File: config.mk
export PLATFORM = sky130hd
export DESIGN_NAME = game_flow_fsm
export DESIGN_NICKNAME = d
export VERILOG_FILES = /design/src/rtl/game_flow_pkg.sv /design/src/rtl/game_flow_fsm_menu_input_edge.sv /design/src/rtl/game_flow_fsm.sv
export SDC_FILE = /design/constraint.sdc
export NUM_CORES = 1
export LEC_CHECK = 0
export CAP_MARGIN = 20
export CORE_MARGIN = 10
export CORE_UTILIZATION = 49
export DETAILED_ROUTE_END_ITERATION = 12
export PLACE_DENSITY_LB_ADDON = 0.3
export SLEW_MARGIN = 20
export SYNTH_ARGS = -nofsm -noshare
export SYNTH_HDL_FRONTEND = slang
export SYNTH_SLANG_ARGS = --single-unit
File: constraint.sdc
create_clock -name pclk -period 2.79 [get_ports pclk]
set_clock_uncertainty 0.1 [all_clocks]
set_input_delay 0.558 -clock pclk [delete_from_list [all_inputs] [get_ports pclk]]
set_output_delay 0.558 -clock pclk [all_outputs]
set_load 0.005 [all_outputs]
File: src/rtl/game_flow_pkg.sv
// Shared types and constants for the racer game-flow controller.
// GAME_FLOW_PAUSE_EN adds the PAUSE state.
package game_flow_pkg;

    typedef enum logic [3:0] {
        ST_TITLE,
        ST_SETTLE,
        ST_CAR_SEL,
        ST_CTRL_SEL,
        ST_GAME,
        ST_SLOW,
        ST_CHEAT,
        ST_FINISH
`ifdef GAME_FLOW_PAUSE_EN
        , ST_PAUSE
`endif
    } state_e;

    // one-hot decoded keyboard bits
    localparam int KEY_UP    = 0;
    localparam int KEY_DOWN  = 1;
    localparam int KEY_LEFT  = 2;
    localparam int KEY_RIGHT = 3;
    localparam int KEY_ENTER = 4;

    // board buttons {R,L,D,U}
    localparam int BTN_U = 0;
    localparam int BTN_D = 1;
    localparam int BTN_L = 2;
    localparam int BTN_R = 3;

    // request slots in the edge detector
    localparam int REQ_CONFIRM = 0;
    localparam int REQ_LEFT    = 1;
    localparam int REQ_RIGHT   = 2;
    localparam int REQ_PAUSE   = 3;

    localparam logic CTRL_KEYBOARD = 1'b0;
    localparam logic CTRL_BUTTONS  = 1'b1;

    // ceil(log2(n)), never below 1 so a select port always has a bit
    function automatic int clog2(input int n);
        int r;
        r = 1;
        for (int i = 1; i < 31; i++) begin
            if ((1 << i) < n) r = i + 1;
        end
        return r;
    endfunction

endpackage

File: src/rtl/game_flow_fsm_menu_input_edge.sv
// Registers the combined menu/pause request levels and emits one-cycle rise pulses.
// The history register clears on reset, so a level held through reset release counts as a rise.
module menu_input_edge #(
    parameter int N = 3
) (
    input  logic         clk_i,
    input  logic         rst_ni,
    input  logic [N-1:0] req_i,
    output logic [N-1:0] rise_o
);

    logic [N-1:0] prev_q;

    always_ff @(posedge clk_i or negedge rst_ni) begin
        if (!rst_ni) prev_q <= '0;
        else         prev_q <= req_i;
    end

    assign rise_o = req_i & ~prev_q;

endmodule

File: src/rtl/game_flow_fsm.sv
// Top-level racer game-flow controller: menus, race lap counting, banners and finish screen.
// Optional pause state compiled in with GAME_FLOW_PAUSE_EN.
module game_flow_fsm
    import game_flow_pkg::*;
#(
    parameter int unsigned NUM_CARS     = 2,
    parameter int unsigned NUM_LAPS     = 3,
    parameter int unsigned DELAY        = 10_000_000,
    parameter int unsigned TEXT_TIME    = 130_000_000,
    parameter int unsigned ARROW_X0     = 256,
    parameter int unsigned ARROW_DX     = 416,
    parameter int unsigned ARROW_Y_CAR  = 470,
    parameter int unsigned ARROW_Y_CTRL = 500,
    parameter logic [7:0]  PAUSE_CODE   = 8'h76
) (
    input  logic                          pclk,
    input  logic                          rst_n,
    input  logic [3:0]                    btn,
    input  logic [5:0]                    key,
    input  logic [7:0]                    keycode,
    input  logic                          lap_finished,
    input  logic                          checkpoints_passed,
    input  logic                          max_lap_time_exceeded,
    output logic                          title_screen_visible,
    output logic                          car_select_visible,
    output logic                          control_select_visible,
    output logic                          game_visible,
    output logic                          finish_visible,
    output logic                          arrow_visible,
    output logic [10:0]                   arrow_xpos,
    output logic [10:0]                   arrow_ypos,
    output logic                          too_slow_visible,
    output logic                          cheater_visible,
    output logic                          paused,
    output logic [clog2(NUM_CARS)-1:0]    car_sel,
    output logic                          ctrl_sel,
    output logic [3:0]                    lap_count,
    output logic [3:0]                    controls
);

    localparam int CW = clog2(NUM_CARS);
    localparam logic [CW-1:0] CAR_MAX = CW'(NUM_CARS - 1);

`ifdef GAME_FLOW_PAUSE_EN
    localparam int NREQ = 4;
`else
    localparam int NREQ = 3;
`endif

    // ---------------------------------------------------------------- edges
    logic [NREQ-1:0] req, rise;
    logic            confirm, left, right;

    assign req[REQ_CONFIRM] = btn[BTN_U] | key[KEY_ENTER];
    assign req[REQ_LEFT]    = btn[BTN_L] | key[KEY_LEFT];
    assign req[REQ_RIGHT]   = btn[BTN_R] | key[KEY_RIGHT];
`ifdef GAME_FLOW_PAUSE_EN
    assign req[REQ_PAUSE]   = (keycode == PAUSE_CODE);
`else
    logic unused_pause;
    assign unused_pause = (keycode == PAUSE_CODE);
`endif

    logic unused_key;
    assign unused_key = key[5];

    menu_input_edge #(.N(NREQ)) u_edge (
        .clk_i  (pclk),
        .rst_ni (rst_n),
        .req_i  (req),
        .rise_o (rise)
    );

    assign confirm = rise[REQ_CONFIRM];
    assign left    = rise[REQ_LEFT];
    assign right   = rise[REQ_RIGHT];

    // ---------------------------------------------------------------- state
    state_e          state_q, state_d, target_q, target_d;
    logic [31:0]     cnt_q, cnt_d;
    logic [CW-1:0]   cursor_q, cursor_d, car_q, car_d, cur_max;
    logic            ctrl_q, ctrl_d;
    logic [3:0]      lap_q, lap_d, lap_inc;
    logic            valid_lap, lap_done;

    assign lap_inc   = lap_q + 4'd1;
    assign lap_done  = (lap_inc == 4'(NUM_LAPS));
    assign valid_lap = lap_finished & checkpoints_passed;

    always_comb begin
        state_d  = state_q;
        target_d = target_q;
        cnt_d    = cnt_q;
        cursor_d = cursor_q;
        car_d    = car_q;
        ctrl_d   = ctrl_q;
        lap_d    = lap_q;
        cur_max  = (state_q == ST_CAR_SEL) ? CAR_MAX : CW'(1);

        case (state_q)
            ST_TITLE: begin
                if ((|btn) || (keycode != 8'h00)) begin
                    state_d  = ST_SETTLE;
                    target_d = ST_CAR_SEL;
                    cnt_d    = '0;
                end
            end
            ST_SETTLE: begin
                if (cnt_q == DELAY) begin
                    state_d  = target_q;
                    cnt_d    = '0;
                    cursor_d = '0;
                end else begin
                    cnt_d = cnt_q + 32'd1;
                end
            end
            ST_CAR_SEL, ST_CTRL_SEL: begin
                // confirm wins over a move in the same cycle
                if (confirm) begin
                    state_d = ST_SETTLE;
                    cnt_d   = '0;
                    if (state_q == ST_CAR_SEL) begin
                        car_d    = cursor_q;
                        target_d = ST_CTRL_SEL;
                    end else begin
                        ctrl_d   = cursor_q[0];
                        lap_d    = '0;
                        target_d = ST_GAME;
                    end
                end else if (right && !left) begin
                    if (cursor_q != cur_max) cursor_d = cursor_q + CW'(1);
                end else if (left && !right) begin
                    if (cursor_q != '0) cursor_d = cursor_q - CW'(1);
                end
            end
            ST_GAME: begin
                if (max_lap_time_exceeded) begin
                    state_d = ST_SLOW;
                    cnt_d   = '0;
                end else if (lap_finished && !checkpoints_passed) begin
                    state_d = ST_CHEAT;
                    cnt_d   = '0;
                end else if (valid_lap) begin
                    lap_d = lap_inc;
                    if (lap_done) begin
                        state_d = ST_FINISH;
                        cnt_d   = '0;
                    end
`ifdef GAME_FLOW_PAUSE_EN
                end else if (rise[REQ_PAUSE]) begin
                    state_d = ST_PAUSE;
`endif
                end
            end
            ST_SLOW, ST_CHEAT: begin
                // banner keeps counting laps but ignores new timeout/cheat events
                if (valid_lap) lap_d = lap_inc;
                if (valid_lap && lap_done) begin
                    state_d = ST_FINISH;
                    cnt_d   = '0;
                end else if (cnt_q == TEXT_TIME - 1) begin
                    state_d = ST_GAME;
                    cnt_d   = '0;
                end else begin
                    cnt_d = cnt_q + 32'd1;
                end
            end
            ST_FINISH: begin
                if (cnt_q != TEXT_TIME) begin
                    cnt_d = cnt_q + 32'd1;
                end else if (confirm) begin
                    state_d = ST_TITLE;
                    cnt_d   = '0;
                end
            end
`ifdef GAME_FLOW_PAUSE_EN
            ST_PAUSE: begin
                if (rise[REQ_PAUSE]) state_d = ST_GAME;
            end
`endif
            default: state_d = ST_TITLE;
        endcase
    end

    // ---------------------------------------------------------------- outputs
    logic        title_d, car_vis_d, ctrl_vis_d, game_d, finish_d, arrow_d;
    logic        slow_d, cheat_d, paused_d, in_play;
    logic [10:0] xpos_d, ypos_d;
    logic [3:0]  controls_d;
    logic        title_q, car_vis_q, ctrl_vis_q, game_q, finish_q, arrow_q;
    logic        slow_q, cheat_q, paused_q;
    logic [10:0] xpos_q, ypos_q;
    logic [3:0]  controls_q;

    always_comb begin
        title_d    = (state_q == ST_TITLE);
        car_vis_d  = (state_q == ST_CAR_SEL);
        ctrl_vis_d = (state_q == ST_CTRL_SEL);
        finish_d   = (state_q == ST_FINISH);
        slow_d     = (state_q == ST_SLOW);
        cheat_d    = (state_q == ST_CHEAT);
        in_play    = (state_q == ST_GAME) || slow_d || cheat_d;
`ifdef GAME_FLOW_PAUSE_EN
        paused_d   = (state_q == ST_PAUSE);
`else
        paused_d   = 1'b0;
`endif
        game_d     = in_play || paused_d;
        arrow_d    = car_vis_d || ctrl_vis_d;
        xpos_d     = arrow_d ? 11'(ARROW_X0 + 32'(cursor_q) * ARROW_DX) : 11'd0;
        ypos_d     = car_vis_d  ? 11'(ARROW_Y_CAR)  :
                     ctrl_vis_d ? 11'(ARROW_Y_CTRL) : 11'd0;
        controls_d = '0;
        if (in_play) controls_d = (ctrl_q == CTRL_BUTTONS) ? btn : key[3:0];
    end

    always_ff @(posedge pclk or negedge rst_n) begin
        if (!rst_n) begin
            state_q    <= ST_TITLE;
            target_q   <= ST_TITLE;
            cnt_q      <= '0;
            cursor_q   <= '0;
            car_q      <= '0;
            ctrl_q     <= CTRL_KEYBOARD;
            lap_q      <= '0;
            title_q    <= 1'b0;
            car_vis_q  <= 1'b0;
            ctrl_vis_q <= 1'b0;
            game_q     <= 1'b0;
            finish_q   <= 1'b0;
            arrow_q    <= 1'b0;
            slow_q     <= 1'b0;
            cheat_q    <= 1'b0;
            paused_q   <= 1'b0;
            xpos_q     <= '0;
            ypos_q     <= '0;
            controls_q <= '0;
        end else begin
            state_q    <= state_d;
            target_q   <= target_d;
            cnt_q      <= cnt_d;
            cursor_q   <= cursor_d;
            car_q      <= car_d;
            ctrl_q     <= ctrl_d;
            lap_q      <= lap_d;
            title_q    <= title_d;
            car_vis_q  <= car_vis_d;
            ctrl_vis_q <= ctrl_vis_d;
            game_q     <= game_d;
            finish_q   <= finish_d;
            arrow_q    <= arrow_d;
            slow_q     <= slow_d;
            cheat_q    <= cheat_d;
            paused_q   <= paused_d;
            xpos_q     <= xpos_d;
            ypos_q     <= ypos_d;
            controls_q <= controls_d;
        end
    end

    assign title_screen_visible   = title_q;
    assign car_select_visible     = car_vis_q;
    assign control_select_visible = ctrl_vis_q;
    assign game_visible           = game_q;
    assign finish_visible         = finish_q;
    assign arrow_visible          = arrow_q;
    assign arrow_xpos             = xpos_q;
    assign arrow_ypos             = ypos_q;
    assign too_slow_visible       = slow_q;
    assign cheater_visible        = cheat_q;
    assign paused                 = paused_q;
    assign car_sel                = car_q;
    assign ctrl_sel               = ctrl_q;
    assign lap_count              = lap_q;
    assign controls               = controls_q;

endmodule

-- Yosys cells after proc, flatten, opt, wreduce, memory -nomap -nowiden
Cells that the tools add are included.
- register bits after elaboration: 82
- input bits: 23
- output and inout port bits: 41
- word-level logic and storage cells: 128
- add/sub/neg operators: 5
- $mul: 1
- equality and inequality tests: 24
- muxes and demuxes: 45
- bitwise logic cells: 7
- reductions and logical operators: 27
- operators by type and width (operator ; count):
    2-to-1 mux 32 bit ; 10
    one-hot mux 32 bit (6 select lines) ; 1
    2-to-1 mux 4 bit ; 20
    adder 32 x 1 -> 32 bit (second input constant) ; 1
    equality test 32 x 24 -> 1 bit (second input constant) ; 1
    equality test 32 x 27 -> 1 bit (second input constant) ; 1
    != test 32 x 27 -> 1 bit (second input constant) ; 1
    one-hot mux 4 bit (6 select lines) ; 1
    2-to-1 mux 9 bit ; 2
    equality test 4 x 3 -> 1 bit (second input constant) ; 4
    != test 2 bit (second input constant) ; 8
    equality test 4 x 2 -> 1 bit (second input constant) ; 3
    one-hot mux 4 bit (3 select lines) ; 1
    adder 9 x 10 -> 11 bit (first input constant) ; 1
    2-to-1 mux 11 bit ; 1
    AND reduction 3 bit ; 3
    != test 4 bit (second input constant) ; 2
    one-hot mux 4 bit (2 select lines) ; 1
    AND reduction 4 bit ; 2
    AND reduction 8 bit ; 1
    nonzero test 8 bit ; 1
    2-to-1 mux 1 bit ; 6
    != test 3 bit (second input constant) ; 2
    nonzero test 6 bit ; 1
    other kinds (22) ; 34

-- Longest topological paths before layout
- depth after elaboration: 8
- gate-level depth with buffers: 10
- gate-level depth less buffers: 8

-- Cells and area by module
From an unflattened synthesis, not the netlist that was laid out.
- cells, all modules: 426
- area total of the unflattened synthesis: 3737.3 um^2
- by module, submodules not included (module ; times used ; cells an instance ; area each (um^2) ; sequential area each (um^2)):
    game_flow_fsm ; 1 ; 420 ; 3621.0 ; 1526.5
    menu_input_edge ; 1 ; 6 ; 116.4 ; 75.1

-- Worst setup path before layout
No wires, ideal clock.
- path type: reg2reg
- start: register lap_q[1], in the netlist lap_count[1]
- end: register state_q[0]
- setup time: 0.125 ns
- arrival time: 2.164 ns
- required time: 2.565 ns
- path slack: 0.401 ns
- stages on the path, launching flop included: 9
- path buffers: 1
- period minus slack after synthesis: 2.389 ns
- cell sequence: dfrtp_1 > ha_1 > and2_1 > a21oi_1 > o221a_2 > or3_1 > buf_2 > nor3_2 > mux2_2
- word-level cells in the longest chain between the ends: 5
- elaborated cells on any way between the ends: 8
- classes of those cells: add/sub (1); eq/ne (3); mux (2); reduce/logical (2)
- ends and longest elaborated chain (what ; RTL line ; text):
    start, declared ; game_flow_fsm.sv:83 ; logic [3:0] lap_q, lap_d, lap_inc;
    start signal, assigned ; game_flow_fsm.sv:245 ; lap_q <= lap_d;
    adder 4 x 1 -> 4 bit * ; game_flow_fsm.sv:86 ; assign lap_inc = lap_q + 4'd1;
    equality test 4 x 2 -> 1 bit * ; game_flow_fsm.sv:87 ; assign lap_done = (lap_inc == 4'(NUM_LAPS));
    logical AND 1 bit ; game_flow_fsm.sv:158 ; if (valid_lap && lap_done) begin
    != test 3 bit (no source line) / 2-to-1 mux 4 bit (equally long branches) ; -- ;
    AND reduction 8 bit (no source line) / one-hot mux 4 bit (6 select lines) (equally long branches) ; -- ;
    end signal, assigned ; game_flow_fsm.sv:239 ; state_q <= state_d;
    end, declared ; game_flow_fsm.sv:79 ; state_e state_q, state_d, target_q, target_d;
Mark *: on every way between the ends. The rest lies on a longest branch, timed or not.
A chain may end at the register's enable or synchronous reset.

-- Final worst setup path
- start: register cnt_q[0]
- end: register state_q[1]
- word-level cells in the longest chain between the ends: 3
- elaborated cells on any way between the ends: 7
- classes of those cells: eq/ne (6); reduce/logical (1)
- ends and longest elaborated chain (what ; RTL line ; text):
    start, declared ; game_flow_fsm.sv:80 ; logic [31:0] cnt_q, cnt_d;
    start signal, assigned ; game_flow_fsm.sv:241 ; cnt_q <= cnt_d;
    equality test 32 x 27 -> 1 bit (tied with other cells) ; game_flow_fsm.sv:161 ; end else if (cnt_q == TEXT_TIME - 1) begin
    != test 3 bit (no source line) / != test 2 bit (equally long branches) ; -- ;
    AND reduction 8 bit (no source line) * ; -- ;
Marks and branches as above.

==> flow_summary_export.csv <==
group,metric,value,unit
die,rows,31,
synth,syn-cell-area,3690,um2
clocking,clock_sink_count,64,
layout,layout-drive-gt1-share,0.137,
clocking,cts-buffers-inserted,9,
routing,route.vias.total,3307,
routing,detail_route.first_pass.iterations,5,
clocking,ctsLongestPathBuffers,2,
layout,final_nets,511,
synth,synth.yosys.warnings,0,
worst_setup_path,crit_type,"reg -> reg",
run,drv_cap,0,
worst_setup_path,cp_cell_sequence,"ha_1 -> nand3_1 -> or3_1 -> nor4_2 -> o22ai_2 -> nor3_2 -> mux2_2",
grt,grt_first_pass_wirelength,15.9,mm
sta,max_freq,395,MHz
layout,insertedDiodeCount,0,
die,design.portCount,64,
synth,edff_count_synth,0,
synth,synth-main-ff-cell,"sky130_fd_sc_hd__dfrtp_1",
layout,final_cell_count_no_fill,587,
routing,first_drt_iteration_drcs,264,
power,power-per-cell-area,739,nW/um2
placed_design,dp_slack,-0.0379,ns
placed_design,placed_cells,571,
worst_setup_path,timing.critical_path.slowest_cell_delay,0.42,ns
synth,synthesis.instances,422,
worst_setup_path,critical_path_peak_fanout,7,
grt,grt_pass1_vias,3242,
routing,drc,0,
synth,synth_sequential_area_ratio,0.434,
outcome,status,"completed",
clocking,cts-resized-gates,0,
routing,detail_route.vias_per_cell,5.63,
routing,ant_nets,0,
placed_design,final_hpwl_dp,6.78,mm
grt,grt_max_degree,65,
grt,number_of_antenna_violations_at_the_first_check_in_global_routing,0,
die,core_area,7290,um2
die,fp.dieArea,11400,um2
sta,period_needed,2.53,ns
die,initial_cell_density_of_the_core,0.506,
synth,synth-async-reset-ratio,1.00,
sta,max_slew.worst_pin.slew,0.799,ns
layout,synthToLayoutAreaGrowth,21.9,%
clocking,clock_tree.htree_level_count,3,
sta,final-hold-violation-count,0,
placed_design,gpl.final_weighted_congestion,0.900,
clocking,number_of_buffers_inserted_for_hold_repair_after_clock_tree_synthesis,0,
sta,number_of_setup_violations_in_the_final_report,0,
clocking,postCtsSetupRepairBufs,0,
grt,grt.overflow.total,0,
worst_setup_path,regToRegSetupSlack,0.26,ns
sta,final_min_period_over_clock_period,0.906,
clocking,cts_tree,"yes",
clocking,root_buffer,"sky130_fd_sc_hd__clkbuf_8",
routing,routed_wl,9.19,mm
die,die_h,107,um
sta,maxSlewViolCount,0,
worst_setup_path,critPathCaptureType,"register",
sta,worst_slew_margin_rel,0.467,
sta,grt_setup_unrepaired,"false",
routing,routed_wire_length_per_instance,15.7,um
worst_setup_path,r2r_cells,7,
die,die-width,107,um
power,total_power,0.00333,W
worst_setup_path,critical-path-slowest-cell,"sky130_fd_sc_hd__dfrtp_1",
worst_setup_path,timing.critical_path.from_type,"register",
layout,fillCellCount,631,
grt,grt_use_total,0.168,
synth,synth-seq-cells,64,
worst_setup_path,worst_ep_required_time,2.93,ns
worst_setup_path,crit_path_arrival_time,2.67,ns
sta,worst_slack,0.262,ns
worst_setup_path,worst_r2r_endpoint,"state_q[1]$_DFFE_PN0P_",
power,power.leakage,1.95,nW
clocking,clk_transition_reported_paths,0.08,ns
worst_setup_path,worstReg2RegStart,"cnt_q[0]$_DFFE_PN0P_",
synth,yosys.cell_types.count,54,
power,worst_ir_drop_vdd,0.000578,V
clocking,clk-insertion-delay-late,0.35,ns
synth,synthesis.area_per_instance,8.75,um2
worst_hold_path,hold_class,"in -> async",
placed_design,io_buffer_count,50,
cell type report:
cell class                 instances  area [um2]  area share
clock inverter                     6        43.8     0.00973
clock buffer                      10         138      0.0306
sequential                        64        1600       0.356
tap                               99         124      0.0275
timing repair buffer              75         683       0.152
multi-input combinational        319        1860       0.413
inverter                          14        52.6      0.0117
how the worst max path moves through the flow:
stage	from	endpoint	slack, ns
after global placement	btn[0]	cnt_q[0]$_DFFE_PN0P_	-0.02
after detailed placement	btn[0]	cnt_q[0]$_DFFE_PN0P_	-0.04
final	cnt_q[0]$_DFFE_PN0P_	state_q[1]$_DFFE_PN0P_	0.26
after global routing	lap_count[0]$_DFFE_PN0P_	cnt_q[23]$_DFFE_PN0P_	0.05
after floorplan	lap_count[1]$_DFFE_PN0P_	state_q[0]$_DFFE_PN0P_	0.40
after CTS	lap_count[1]$_DFFE_PN0P_	cnt_q[0]$_DFFE_PN0P_	0.27
sequential cells by signal (all words and copies together), names as in the netlist, 2 cells and up:
register and cells:
controls 4, u_edge.prev_q 3, lap_count 4, arrow_xpos 2, state_q 3, target_q 3
arrow_ypos 3, cnt_q 32
routing by layer:
layer	vias up	share of wire	global-route usage
met5	-	0	0
met4	0	0.012	0.0629
met3	9	0.051	0.0419
met2	97	0.50	0.276
met1	1588	0.43	0.207
li1	1613	-	-
power breakdown:
group	total, W	switching, W	leakage [nW]	internal, W
clock	0.000732	0.000383	0.0926	0.000349
combinational	0.00135	0.000734	1.00	0.000619
sequential	0.00124	0.000166	0.851	0.00108
total	0.00333	0.00128	1.95	0.00204
through the flow:
step / area, um2 / setup TNS [ns] / utilization / hold slack [ns]
2_1_floorplan: 3730 / 0 / - / 0.162
4_1_cts: 4500 / 0 / 0.617 / 0.311
3_3_place_gp: 4320 / -0.0201 / 0.592 / 0.383
3_5_place_dp: 4320 / -0.0874 / 0.592 / 0.389
5_1_grt: 4500 / 0 / 0.617 / 0.345
6_report: 4500 / 0 / 0.617 / 0.288
worst max-delay path, delay by kind of cell (launching register included):
family	cells	cell delay [ns]
compound gates	1	0.19
fa+ha+maj	1	0.23
flops	1	0.42
mux	1	0.37
simple gates	4	1.11
cell usage after synthesis (7+ instances only):
library cell	number	area, um2
sky130_fd_sc_hd__nor2_1	41	154
sky130_fd_sc_hd__clkbuf_1	7	26.3
sky130_fd_sc_hd__and2_1	12	75.1
sky130_fd_sc_hd__nand2_1	47	176
sky130_fd_sc_hd__nand4_1	15	93.8
sky130_fd_sc_hd__nor3_1	8	40.0
sky130_fd_sc_hd__o21ai_0	58	290
sky130_fd_sc_hd__nand3_1	18	90.1
sky130_fd_sc_hd__inv_1	14	52.6
sky130_fd_sc_hd__dfrtp_1	64	1600
sky130_fd_sc_hd__buf_4	19	143
sky130_fd_sc_hd__o22ai_1	11	68.8
logic make-up after synthesis:
group | Yosys count | synth area share
flip-flops | 64 | 0.434
AO/OA/AOI/OAI | 103 | 0.169
AND/OR/NAND/NOR | 187 | 0.271
buffers and inverters | 50 | 0.0742
multiplexers | 12 | 0.0346
adder cells (fa/ha/maj) | 5 | 0.0169
other | 1 | 0.00102
placed cells by master (no fill, tap or decap), drive strengths merged, types with 3 or more instances in the layout:
cell type       n
and4            3
buf            26
or2             6
nor2           41
mux2i           6
nand2          47
nand2b          3
o21a            3
nand4          15
clkdlybuf4s50  49
dfrtp          64
a21oi           5
nor2b           4
o31ai           5
o211ai          4
inv            15
nor3           11
clkbuf         10
o22ai          12
o21ai          58
mux2            6
nor4            9
conb           12
or3             5
and2           12
nand3          19
and3            4
clkinv          4
ha              5
(Power assumes the default switching activity.)
